==> src/rtl/run_ctrl_pkg.sv <==
// Shared types and default constants for the run controller.
package run_ctrl_pkg;

    typedef enum logic [1:0] {
        ST_IDLE = 2'd0,
        ST_HOLD = 2'd1,
        ST_RUN  = 2'd2,
        ST_DONE = 2'd3
    } state_t;

    localparam int unsigned PC_W_DEF        = 32;
    localparam int unsigned CNT_W_DEF       = 16;
    localparam int unsigned RST_CYCLES_DEF  = 1;
    localparam int unsigned MAX_CYCLES_DEF  = 300;
    localparam int unsigned STALL_LIMIT_DEF = 4;

    // Hold and streak counters only need to reach 255.
    localparam int unsigned HOLD_W   = 8;
    localparam int unsigned STREAK_W = 8;

endpackage

==> src/rtl/run_ctrl_stall_det.sv <==
// PC-stall detector: flags the RUN cycle that completes STALL_LIMIT
// consecutive unchanged-pc comparisons.
module run_ctrl_stall_det
    import run_ctrl_pkg::*;
#(
    parameter int unsigned PC_W        = PC_W_DEF,
    parameter int unsigned STALL_LIMIT = STALL_LIMIT_DEF
) (
    input  logic            clk,
    input  logic            reset,
    input  logic            run,
    input  logic [PC_W-1:0] pc,
    output logic            stall_c
);

    logic [PC_W-1:0]     prev_pc;
    logic                prev_vld;
    logic [STREAK_W-1:0] streak;
    logic                same_c;

    // No comparison until one RUN cycle has supplied a previous pc.
    assign same_c  = run && prev_vld && (pc == prev_pc);
    assign stall_c = same_c && (streak == STREAK_W'(STALL_LIMIT - 1));

    always_ff @(posedge clk) begin
        if (reset || !run) begin
            prev_vld <= 1'b0;
            streak   <= '0;
        end else begin
            prev_vld <= 1'b1;
            streak   <= same_c ? STREAK_W'(streak + STREAK_W'(1)) : '0;
        end
    end

    always_ff @(posedge clk) begin
        if (reset) begin
            prev_pc <= '0;
        end else if (run) begin
            prev_pc <= pc;
        end
    end

endmodule

==> src/rtl/run_ctrl.sv <==
// Run controller: holds the processor in reset, runs it until halt, stall or
// cycle budget exhaustion. Stall detection is built only with RUN_CTRL_STALL_DET_EN.
module run_ctrl
    import run_ctrl_pkg::*;
#(
    parameter int unsigned PC_W        = PC_W_DEF,
    parameter int unsigned CNT_W       = CNT_W_DEF,
    parameter int unsigned RST_CYCLES  = RST_CYCLES_DEF,
    parameter int unsigned MAX_CYCLES  = MAX_CYCLES_DEF,
    parameter int unsigned STALL_LIMIT = STALL_LIMIT_DEF
) (
    input  logic             clk,
    input  logic             reset,
    input  logic             start,
    input  logic [PC_W-1:0]  pc,
    input  logic             halt_req,
    output logic             cpu_reset,
    output logic             running,
    output logic             done,
    output logic             timeout,
    output logic [CNT_W-1:0] cycle_count,
    output logic [PC_W-1:0]  halt_pc
);

    // Elaboration-time parameter range checks.
    if (RST_CYCLES < 1 || RST_CYCLES > 255) begin : g_bad_rst
        $error("run_ctrl: RST_CYCLES out of range");
    end
    if (STALL_LIMIT < 1 || STALL_LIMIT > 255) begin : g_bad_stall
        $error("run_ctrl: STALL_LIMIT out of range");
    end
    if (MAX_CYCLES < 1 || MAX_CYCLES > ((1 << CNT_W) - 1)) begin : g_bad_max
        $error("run_ctrl: MAX_CYCLES out of range");
    end

    state_t            state, state_nxt;
    logic [HOLD_W-1:0] hold_cnt, hold_cnt_nxt;
    logic              cpu_reset_nxt, running_nxt, done_nxt, timeout_nxt;
    logic [CNT_W-1:0]  cycle_count_nxt, count_inc_c;
    logic [PC_W-1:0]   halt_pc_nxt;
    logic              stall_c;

`ifdef RUN_CTRL_STALL_DET_EN
    run_ctrl_stall_det #(
        .PC_W        (PC_W),
        .STALL_LIMIT (STALL_LIMIT)
    ) u_stall_det (
        .clk     (clk),
        .reset   (reset),
        .run     (state == ST_RUN),
        .pc      (pc),
        .stall_c (stall_c)
    );
`else
    assign stall_c = 1'b0;
`endif

    assign count_inc_c = CNT_W'(cycle_count + CNT_W'(1));

    // Next-state and next-output decode.
    always_comb begin
        state_nxt       = state;
        hold_cnt_nxt    = hold_cnt;
        cycle_count_nxt = cycle_count;
        timeout_nxt     = timeout;
        halt_pc_nxt     = halt_pc;

        case (state)
            ST_IDLE, ST_DONE: begin
                if (start) begin
                    state_nxt       = ST_HOLD;
                    hold_cnt_nxt    = '0;
                    cycle_count_nxt = '0;
                    timeout_nxt     = 1'b0;
                    halt_pc_nxt     = '0;
                end
            end
            ST_HOLD: begin
                if (hold_cnt == HOLD_W'(RST_CYCLES - 1)) begin
                    state_nxt = ST_RUN;
                end else begin
                    hold_cnt_nxt = HOLD_W'(hold_cnt + HOLD_W'(1));
                end
            end
            ST_RUN: begin
                cycle_count_nxt = count_inc_c;
                // Halt or stall outranks the budget check on the same edge.
                if (halt_req || stall_c) begin
                    state_nxt   = ST_DONE;
                    halt_pc_nxt = pc;
                end else if (count_inc_c == CNT_W'(MAX_CYCLES)) begin
                    state_nxt   = ST_DONE;
                    timeout_nxt = 1'b1;
                    halt_pc_nxt = pc;
                end
            end
            default: state_nxt = ST_IDLE;
        endcase

        cpu_reset_nxt = (state_nxt != ST_RUN);
        running_nxt   = (state_nxt == ST_RUN);
        done_nxt      = (state_nxt == ST_DONE);
    end

    always_ff @(posedge clk) begin
        if (reset) begin
            state       <= ST_IDLE;
            hold_cnt    <= '0;
            cpu_reset   <= 1'b1;
            running     <= 1'b0;
            done        <= 1'b0;
            timeout     <= 1'b0;
            cycle_count <= '0;
            halt_pc     <= '0;
        end else begin
            state       <= state_nxt;
            hold_cnt    <= hold_cnt_nxt;
            cpu_reset   <= cpu_reset_nxt;
            running     <= running_nxt;
            done        <= done_nxt;
            timeout     <= timeout_nxt;
            cycle_count <= cycle_count_nxt;
            halt_pc     <= halt_pc_nxt;
        end
    end

endmodule

==> config.mk <==
export PLATFORM = sky130hd
export DESIGN_NAME = run_ctrl
export DESIGN_NICKNAME = d
export VERILOG_FILES = /design/src/rtl/run_ctrl_pkg.sv /design/src/rtl/run_ctrl_stall_det.sv /design/src/rtl/run_ctrl.sv
export SDC_FILE = /design/constraint.sdc
export NUM_CORES = 1
export LEC_CHECK = 0
export CAP_MARGIN = 20
export CORE_MARGIN = 5
export CORE_UTILIZATION = 45
export DETAILED_ROUTE_END_ITERATION = 7
export PLACE_DENSITY = 0.77
export SETUP_SLACK_MARGIN = 0.2
export SYNTH_ARGS = -nofsm -noshare
export SYNTH_HDL_FRONTEND = slang
export SYNTH_HIERARCHICAL = 1
export SYNTH_SLANG_ARGS = --single-unit
==> constraint.sdc <==
create_clock -name clk -period 7.59 [get_ports clk]
set_input_delay 1.1385 -clock clk [delete_from_list [all_inputs] [get_ports clk]]
set_output_delay 1.1385 -clock clk [all_outputs]
set_load 0.02 [all_outputs]
* Word-level counts from Yosys, hierarchy flattened
Index checks and enable logic that the tools add are counted.
** Operators by class
- Muxes and demuxes :: 18
- Add/sub/neg operators :: 2
- Eq/ne operators :: 12
- Reduce and logical (&&, ||, !) cells :: 9
** Operator list (number)
- two-way mux 32 bit :: 3
- one-hot mux 32 bit (2 select lines) :: 1
- one-hot mux 16 bit (2 select lines) :: 1
- adder 16 x 1 -> 16 bit (second input constant) :: 1
- == test 16 x 9 -> 1 bit (second input constant) :: 1
- two-way mux 16 bit :: 1
- two-way mux 8 bit :: 2
- one-hot mux 8 bit (2 select lines) :: 1
- inequality test 2 bit (second input constant) :: 5
- adder 8 x 1 -> 8 bit (second input constant) :: 1
- == test 2 bit (second input constant) :: 4
- logical NOT 8 bit :: 1
- two-way mux 2 bit :: 4
- one-hot mux 2 bit (3 select lines) :: 1
- AND reduction 3 bit :: 2
- AND reduction 4 bit :: 1
- nonzero test 2 bit :: 2
- two-way mux 1 bit :: 3
- inequality test 3 bit (second input constant) :: 1
- == test 2 x 1 -> 1 bit (second input constant) :: 1
- logical NOT 2 bit :: 1
- one-hot mux 1 bit (2 select lines) :: 1
- AND reduction 2 bit :: 1
- OR reduction 2 bit :: 1
** Storage, ports and cells
- Output and inout port bits :: 52
- Logic and storage cells :: 49
- Input port bits :: 36
- Bits in registers :: 62

* Longest topological paths before layout
Gate-level depths: netlist of the first run.
- Depth in word-level cells :: 6
- Mapped depth :: 10
- Depth with buffers taken out :: 8

* Least setup slack after synthesis of the first run
OpenSTA, ideal clock, no wires.
- Kind :: register to register
- Start :: register cycle_count[0]
- End :: register halt_pc[12]
- Stages on the path, launching flop included :: 10
- Data arrival time :: 2.518 ns
- Setup slack :: 4.933 ns
- Required time :: 7.451 ns
- Library setup time :: 0.139 ns
- Path buffers :: 1
- Period minus slack after synthesis :: 2.657 ns
- Cell sequence :: dfxtp_1 > ha_1 > nand3_2 > or4_1 > o311ai_2 > nand3b_4 > o41a_2 > buf_2 > nand3_1 > a21oi_2
** On the way
- Cells in the longest elaborated chain, start to end :: 4
** Ends and longest elaborated chain
- start: declaration :: line run_ctrl.sv:21 : output logic [CNT_W-1:0] cycle_count,
- start signal: assignment :: line run_ctrl.sv:122 : cycle_count <= cycle_count_nxt;
- adder 16 x 1 -> 16 bit :: line run_ctrl.sv:58 : assign count_inc_c = CNT_W'(cycle_count + CNT_W'(1));
- == test 16 x 9 -> 1 bit :: line run_ctrl.sv:91 : end else if (count_inc_c == CNT_W'(MAX_CYCLES)) begin
- inequality test 3 bit (no line)
- AND reduction 3 bit (no line)
- end signal: assignment :: line run_ctrl.sv:123 : halt_pc <= halt_pc_nxt;
- end: declaration :: line run_ctrl.sv:22 : output logic [PC_W-1:0] halt_pc
No other way between the ends.
A chain may end at the register's enable or synchronous reset.

* Worst setup path in the final report of the first run
- Start :: input start
- End :: register timeout
** On the way
- Cells in the longest elaborated chain, start to end :: 2
** Ends and longest elaborated chain
- start: declaration :: line run_ctrl.sv:14 : input logic start,
- inequality test 2 bit (no line)
- AND reduction 4 bit (no line)
- end signal: assignment :: line run_ctrl.sv:121 : timeout <= timeout_nxt;
- end: declaration :: line run_ctrl.sv:20 : output logic timeout,
No other way between the ends.

==> results.cfg, run 1 <==
[synth]
synthArstFlopShare = 0
yosys_warnings = 6
ys.flop_type = dfxtp_1
yosysSeqAreaShare = 0.407
synth.distinct_cells = 54
synth-seq-cells = 62
synth_fp_nets = 404
synth_edf_count = 0
syn_inst = 362
avgSynthCellArea_sq_um = 8.43
synth_area_sq_um = 3050

[floorplanning]
die_h_microns = 92.4
die_width_microns = 92.4
dieArea_sq_um = 8530
ios = 88
initial_core_util = 0.457
num_rows = 30
core_sq_um = 6680

[drt]
drt-initial-drc-count = 150
vias = 2952
post_drt_wl_per_cell_microns = 15.3
drc = 0
antenna_left = 0
viasPerCell = 5.67
totalWireLength_microns = 7980
first_pass_iters = 4

[clock_tree]
cts_tree = built
h-tree-depth = 3
insertion_delay_ns = 0.33
cts_resized = 0
cts_buffer_depth = 2
clk_pin_slew_ns = 0.07
cts.sinks = 62
cts_root_buffer = clkbuf_8
cts_made_buffers = 9
post_cts_buffers = 0
cts_hold_buffers = 0

[worst_setup_path]
cp_common_cell = nand2_1
critPathArrivalTime_ns = 3.40
required_ns = 7.81
crit_path_end_kind = register
r2r_cells = 8
r2r-start = state[0]
worstSetupPathType = input pin to register
cp_slowest_cell = nand2_1
r2r-end = timeout
path_cells = clkdlybuf4s50_1, nand2_1, o21ai_1, nand2_1, nand2b_1, nor2_1
slowest_delay_ns = 0.74
cp-start-kind = input pin
reg2reg_slack_ns = 4.54
cp_max_fo = 28
crit_start = start

[finish]
final_cell_mix = 86 x clkdlybuf4s50_1, 62 x dfxtp_1, 50 x nand3_1
num_antenna_cells = 0
drive_gt1_frac = 0.104
n_fill_cell = 607
final_common_cell = clkdlybuf4s50_1
fin_util = 0.612
area_growth_pct = 34.0
fin_nets = 479

[place]
io_buffers = 87
dpl.hpwl_microns = 5520
gp_congestion = 0.846

[worst_hold_path]
timing.hold.worst.class = register to register
hold_end = halt_pc[30]
holdPathStages = 2
hp-start = halt_pc[30]

[sta]
period_share = 0.419
setup-violations-final = 0
post-route-min-period_ns = 3.18
slew_viol_final = 0
fin_worst_skew_ns = 0.00848
hold_viol = 0
setup-tns-final_ns = 0
slew_headroom = 0.343
fmax_mhz = 314
tightest_slew_ns = 0.985
rsz0062_at_grt = false

[global_route]
grt_usage = 0.192
grt_pass1_wl_microns = 13300
grt_max_degree = 50
grt_pass1_vias = 2756
antenna_found_initial = 0
overflow = 0

[pwr]
power.density_nw_per_um2 = 237
total_power_mw = 0.970
vdd_drop_max_uv = 144
leakage_nw = 1.30

[outcome]
outcome = finished, final reports clean

[flow_run]
max_cap_violations = 0
[metrics by stage]
stage               cell area (sq um)  hold slack, ns  cells  worst slack, ns
global route                     4090           0.493    521             4.14
finish                           4090           0.457    521             4.41
detailed placement               3900           0.449    506             4.07
CTS                              4090           0.458    521             4.43
floorplan                        3050           0.458    362             4.93
global placement                 3900           0.450    506             4.13
[cell usage after synthesis, types with 2 or more instances]
master / n / area, sq um
dfxtp_1: 62 / 1240
nand3_1: 50 / 250
a21oi_1: 40 / 200
nand2_1: 32 / 120
nor2_1: 26 / 97.6
o21ai_0: 14 / 70.1
clkbuf_1: 13 / 48.8
nand3_2: 11 / 110
a21oi_2: 10 / 87.6
nand4_1: 8 / 50.1
buf_2: 7 / 35.0
inv_1: 7 / 26.3
ha_1: 6 / 75.1
a22oi_1: 5 / 37.5
nand2b_1: 5 / 31.3
xor2_1: 5 / 43.8
and3_1: 4 / 25.0
a311oi_1: 3 / 26.3
a31oi_1: 3 / 18.8
and2_1: 3 / 18.8
and4_1: 3 / 26.3
buf_6: 3 / 33.8
nor3_1: 3 / 15.0
nor4_1: 3 / 18.8
or4_1: 3 / 22.5
xnor2_1: 3 / 26.3
buf_4: 2 / 15.0
or3_1: 2 / 12.5
[sequential cells by signal (all words and copies together) (netlist names)]
signal / flops
halt_pc: 32
cycle_count: 16
hold_cnt: 8
state: 2
cpu_reset: 1
done: 1
running: 1
timeout: 1
[final cells by class]
type | instances | area, sq um | area share
Clock inverter | 3 | 45.0 | 0.0110
Multi-Input combinational cell | 268 | 1650 | 0.404
Clock buffer | 12 | 145 | 0.0355
Tap cell | 80 | 100 | 0.0245
Sequential cell | 62 | 1240 | 0.303
Inverter | 7 | 26.3 | 0.00642
Timing Repair Buffer | 89 | 881 | 0.215
[layer usage]
| layer | track usage | routed length, microns | vias up |
|---|---|---|---|
| met5 | 0 | 0 | - |
| met4 | 0.0520 | 93 | 0 |
| met3 | 0.0820 | 712 | 10 |
| met2 | 0.297 | 3760 | 101 |
| met1 | 0.245 | 3420 | 1383 |
| li1 | - | - | 1458 |
[cells by family after synthesis]
group | synth area share
DFF | 0.407
buffers and inverters | 0.0520
AOI/OAI and AO/OA | 0.203
xor gates and xnor gates | 0.0230
adders and majority gates | 0.0246
and+or+nand+nor | 0.287
muxes | 0.00369
[worst max-delay path: cells and delay by family]
| kind | cells | cell delay, ns |
|---|---|---|
| and+or+nand+nor | 4 | 1.37 |
| buffers and inverters | 1 | 0.50 |
| AOI/OAI and AO/OA | 1 | 0.38 |
[power breakdown]
| group | leakage [nW] | internal (mW) | switching, mW |
|---|---|---|---|
| sequential | 0.501 | 0.345 | 0.0139 |
| combinational | 0.710 | 0.106 | 0.222 |
| clock | 0.0887 | 0.159 | 0.123 |
[worst max path at each step]
| stage | endpoint | depth (start not counted) |
|---|---|---|
| CTS | timeout | 6 |
| global placement | timeout | 6 |
| floorplan | halt_pc[12] | 9 |
| finish | timeout | 6 |
| global route | halt_pc[26] | 6 |
| detailed placement | timeout | 6 |
(Power assumes the default switching activity.)
==> inputs of run 2 (changes only) <==
Settings changed: CORE_UTILIZATION 45 to 43.
Clock period 7.59 ns to 2.9 ns, I/O delays scaled along.
==> run 2 against run 1 <==
  * Non-clock buffer count is 14 higher
  * Routed wire length is 14% higher
  * Final cell count is 6.1% higher
  * Register-to-register slack worse by 4.3 ns
  * First-iteration DRC count is 91% higher
  * Largest cell class unchanged
==> results.cfg, run 2 (synthesized netlist as in run 1, its figures left out) <==
[finish]
area_growth_pct = 43.6
fin_nets = 494
final_cell_mix = 86 x clkdlybuf4s50_1, 52 x dfxtp_1, 50 x nand3_1
finalInstanceArea_sq_um = 4380
largest_reg_flops = 32
drive_gt1_frac = 0.164
final_common_cell = clkdlybuf4s50_1
n_fill_cell = 565
num_antenna_cells = 0
reg_top3 = halt_pc: 32 flops, cycle_count: 16 flops, hold_cnt: 8 flops
fin_util = 0.638
regMostFlops = halt_pc
finalNonFillerCells = 553

[floorplanning]
die_width_microns = 94.3
die_h_microns = 94.3
core_sq_um = 6870
ios = 88
initial_core_util = 0.444
num_rows = 30
dieArea_sq_um = 8880

[worst_setup_path]
worstSetupPathType = register to register
required_ns = 3.17
critPathArrivalTime_ns = 2.96
r2r-start = cycle_count[8]
crit_start = cycle_count[8]
cp-start-kind = register
path_cells = nand4_1, nor3_4, and3_1, o211ai_1, o41ai_4, buf_4, clkbuf_16, nand3_1, a21oi_1
crit_path_end_kind = register
slowest_delay_ns = 0.50
cp_slowest_cell = o41ai_4
cp_max_fo = 16

[sta]
fin_worst_skew_ns = 0.00786
post-route-min-period_ns = 2.69
slew_headroom = 0.521
hold_viol = 0
rsz0062_at_grt = false
fmax_mhz = 372
setup-violations-final = 0
hold_ws_ns = 0.467
period_share = 0.928
tightest_slew_ns = 0.714
fin_ws_ns = 0.210
setup-tns-final_ns = 0
slew_viol_final = 0

[place]
post-place-ws_ns = 0.0903
gp_congestion = 0.854
io_buffers = 87
dpl.hpwl_microns = 5810
placed_area_sq_um = 3990
place_inst = 530

[clock_tree]
cts_made_buffers = 9
cts_hold_buffers = 0
h-tree-depth = 3
cts.sinks = 62
clk_pin_slew_ns = 0.07
cts_tree = built
cts_buffer_depth = 2
cts_root_buffer = clkbuf_8
insertion_delay_ns = 0.35

[drt]
antenna_left = 0
viasPerCell = 5.66
first_pass_iters = 5
totalWireLength_microns = 9080
drt-initial-drc-count = 286
drc = 0
post_drt_wl_per_cell_microns = 16.4
vias = 3130

[outcome]
outcome = finished, final reports clean

[global_route]
overflow = 0
grt_pass1_wl_microns = 13500
grt_pass1_vias = 2867
grt_usage = 0.190
antenna_found_initial = 0
grt_max_degree = 33

[flow_run]
max_cap_violations = 0

[pwr]
total_power_mw = 2.80
power.density_nw_per_um2 = 638
vdd_drop_max_uv = 349
leakage_nw = 1.43

[worst_hold_path]
hp-start = halt_pc[8]
timing.hold.worst.class = register to register
==> run 2: cell count changes in the layout (fill, tap and decap cells not counted), sizes merged <==
cell	previous run	this run
buf	3	15
clkbuf	12	15
bufinv	1	2
clkinvlp	2	1
o41a	1	2
==> run 2: worst paths after layout <==
path | to | depth (start not counted) | slack, ns
worst max-delay path | halt_pc[31] | 9 | 0.21
worst min-delay path | halt_pc[8] | 2 | 0.47
worst max register to register | halt_pc[31] | 9 | 0.21
worst min register to register | halt_pc[8] | 2 | 0.47
==> run 2: timing repair <==
action / 4_1_cts / 5_1_grt
gates cloned: 0 / 3
hold endpoints to repair: 0 / 0
gates resized for setup: 1 / 20
setup endpoints to repair: 32 / 38
pin swaps: 0 / 2
setup buffers: 0 / 4
==> run 2: cell type report <==
cell class / instances / area [sq um] / share of cell area
flip-flops and latches: 62 / 1260 / 0.287
well taps: 96 / 120 / 0.0274
clock buffers: 13 / 149 / 0.0340
clock inverters: 3 / 67.6 / 0.0154
multi-input cells: 269 / 1730 / 0.395
inverters: 7 / 26.3 / 0.00599
repair buffers: 103 / 1030 / 0.236
==> run 2: power by group <==
| group | internal [mW] | switching, mW | leakage, nW |
|---|---|---|---|
| logic | 0.377 | 0.627 | 0.819 |
| registers | 0.903 | 0.0365 | 0.506 |
| clock network | 0.509 | 0.345 | 0.104 |
| total | 1.79 | 1.01 | 1.43 |
==> run 2: worst max-delay path: cells and delay by family (launching register included) <==
| kind | cells | cell delay [ns] |
|---|---|---|
| AO/OA/AOI/OAI | 3 | 0.91 |
| AND/OR/NAND/NOR | 4 | 0.82 |
| flip-flops | 1 | 0.47 |
| buffers and inverters | 2 | 0.39 |
==> run 2: metal layers <==
layer | part of all wire | track usage | vias up | wire length [microns]
met5 | 0 | 0 | - | 0
met4 | 0.025 | 0.0939 | 0 | 225
met1 | 0.41 | 0.236 | 1478 | 3750
met3 | 0.084 | 0.0657 | 23 | 765
met2 | 0.48 | 0.290 | 128 | 4340
li1 | - | - | 1501 | -
==> inputs of run 3 (changes only) <==
Settings changed: CORE_UTILIZATION 43 to 45, DONT_BUFFER_PORTS from default to 1, PLACE_DENSITY 0.77 to 0.61.
Clock period 2.9 ns to 3.3 ns, I/O delays scaled along.
==> run 3 against run 2 <==
  * Final cell count is 20% lower
  * Power shrank 19%
  * Register-to-register slack gained 0.25 ns
  * Worst setup slack improved by 0.25 ns
  * Design area down 24%
  * Count of clock-buffer cells in the layout is 3 lower
  * Sequential power is 8.4% lower
  * Utilization down 14 points
  * Largest cell class unchanged
  * Highest routed layer unchanged
==> results.cfg, run 3 (synthesized netlist as in run 1, its figures left out) <==
[outcome]
outcome = finished, final reports clean

[pwr]
swShare = 0.371
vdd_drop_max_uv = 299
combinationalPowerShare = 0.284
power.density_nw_per_um2 = 683
leakage_nw = 1.05
power.switching_mw = 0.844
total_power_mw = 2.27
power_frac_seq = 0.379
p_clk_frac = 0.337
internal_power_mw = 1.43

[worst_setup_path]
critPathArrivalTime_ns = 3.11
cp-start-kind = register
path_cells = nand4_1, or4_1, o311ai_2, nand3b_4, o41ai_4, buf_4, nand3_1, a21oi_1
r2r_cells = 8
required_ns = 3.56
cp_slowest_cell = dfxtp_1
slowest_delay_ns = 0.61
reg2reg_slack_ns = 0.46
r2r-start = cycle_count[3]
crit_start = cycle_count[3]
worstSetupPathType = register to register
cp_max_fo = 32
r2r-end = halt_pc[6]
crit_path_end_kind = register
endpoint = halt_pc[6]

[finish]
reg_top3 = halt_pc: 32 flops, cycle_count: 16 flops, hold_cnt: 8 flops
area_growth_pct = 9.06
regMostFlops = halt_pc
largest_reg_flops = 32
final_common_cell = dfxtp_1
num_antenna_cells = 0
fin_nets = 399
final_cell_mix = 62 x dfxtp_1, 50 x nand3_1, 40 x a21oi_1
n_fill_cell = 660
finalInstanceArea_sq_um = 3330
drive_gt1_frac = 0.155

[drt]
antenna_left = 0
drt-initial-drc-count = 106
viasPerCell = 5.87
drc = 0
vias = 2596
post_drt_wl_per_cell_microns = 17.4
totalWireLength_microns = 7690
first_pass_iters = 4

[sta]
setup-tns-final_ns = 0
rsz0062_at_grt = false
setup-violations-final = 0
post-route-min-period_ns = 2.84
fin_worst_skew_ns = 0.00776
tightest_slew_ns = 0.593
slew_viol_final = 0
period_share = 0.862
hold_ws_ns = 0.224
fmax_mhz = 352
fin_ws_ns = 0.457
slew_headroom = 0.604
hold_viol = 0

[floorplanning]
ios = 88
core_sq_um = 6680
dieArea_sq_um = 8530
die_width_microns = 92.4
num_rows = 30
die_h_microns = 92.4
initial_core_util = 0.457

[clock_tree]
cts_made_buffers = 9
clk_pin_slew_ns = 0.07
insertion_delay_ns = 0.33
cts_tree = built
h-tree-depth = 3
cts_root_buffer = clkbuf_8
cts_buffer_depth = 2
cts.sinks = 62
cts_hold_buffers = 0

[global_route]
overflow = 0
grt_pass1_vias = 2531
antenna_found_initial = 0
grt_pass1_wl_microns = 12700
grt_usage = 0.184
grt_max_degree = 50

[worst_hold_path]
holdPathStages = 1
timing.hold.worst.class = input pin to register

[place]
placed_area_sq_um = 3090
gp_congestion = 0.800
dpl.hpwl_microns = 5240
io_buffers = 0
post-place-ws_ns = 0.393

[flow_run]
max_cap_violations = 0
## run 3: cell types whose count changed in the layout (fill, tap and decap cells not counted), sizes merged
cell	change
inv	+2
clkbuf	-5
clkdlybuf4s50	-86
buf	-6
o41a	-1
clkinvlp	+1
## run 3: worst min-delay path by stage
stage                        to  slack [ns]   startpoint
floorplan           hold_cnt[7]        0.46  hold_cnt[7]
global placement    hold_cnt[7]        0.48  hold_cnt[7]
detailed placement  hold_cnt[7]        0.49  hold_cnt[7]
CTS                 halt_pc[19]        0.20        reset
global route        hold_cnt[0]        0.19        reset
finish              hold_cnt[0]        0.22        reset
## run 3: critical path, delay by kind of cell (launching register included)
kind	cells	cell delay (ns)
buf+inv	1	0.41
compound gates	3	0.61
flops	1	0.61
simple gates	4	1.13
## run 3: repair_timing
| action | 4_1_cts | 5_1_grt |
|---|---|---|
| gates resized for setup | 0 | 2 |
| setup endpoints to repair | 0 | 32 |
| buffers inserted | 0 | 0 |
## run 3: routing by layer
metal | GRT usage | routed length (microns) | up-vias | share of wire
met4 | 0.0582 | 90 | 0 | 0.012
li1 | - | - | 1303 | -
met5 | 0 | 0 | - | 0
met2 | 0.292 | 3740 | 55 | 0.49
met1 | 0.222 | 3280 | 1229 | 0.43
met3 | 0.0820 | 588 | 9 | 0.076
## run 3: area by class of cell
| cell class | instances | area (sq um) | area share |
|---|---|---|---|
| multi-input combinational | 268 | 1660 | 0.500 |
| clock inverter | 6 | 92.6 | 0.0278 |
| inverter | 7 | 26.3 | 0.00789 |
| sequential | 62 | 1240 | 0.373 |
| clock buffer | 10 | 138 | 0.0413 |
| tap | 80 | 100 | 0.0301 |
| timing repair buffer | 9 | 67.6 | 0.0203 |
## run 3: power groups by stage
stage,clock network [mW],registers (mW),logic (mW)
4_1_cts,0.786,0.862,0.641
6_report,0.766,0.861,0.647
5_1_grt,0.825,0.866,0.726
2_1_floorplan,0,0.876,0.524
3_3_place_gp,0,0.880,0.633
3_5_place_dp,0,0.879,0.640
## run 3: per-stage QoR
stage,utilization,std cells
CTS,0.497,442
global placement,0.462,426
finish,0.498,442
global route,0.498,442
detailed placement,0.462,426
floorplan,-,362
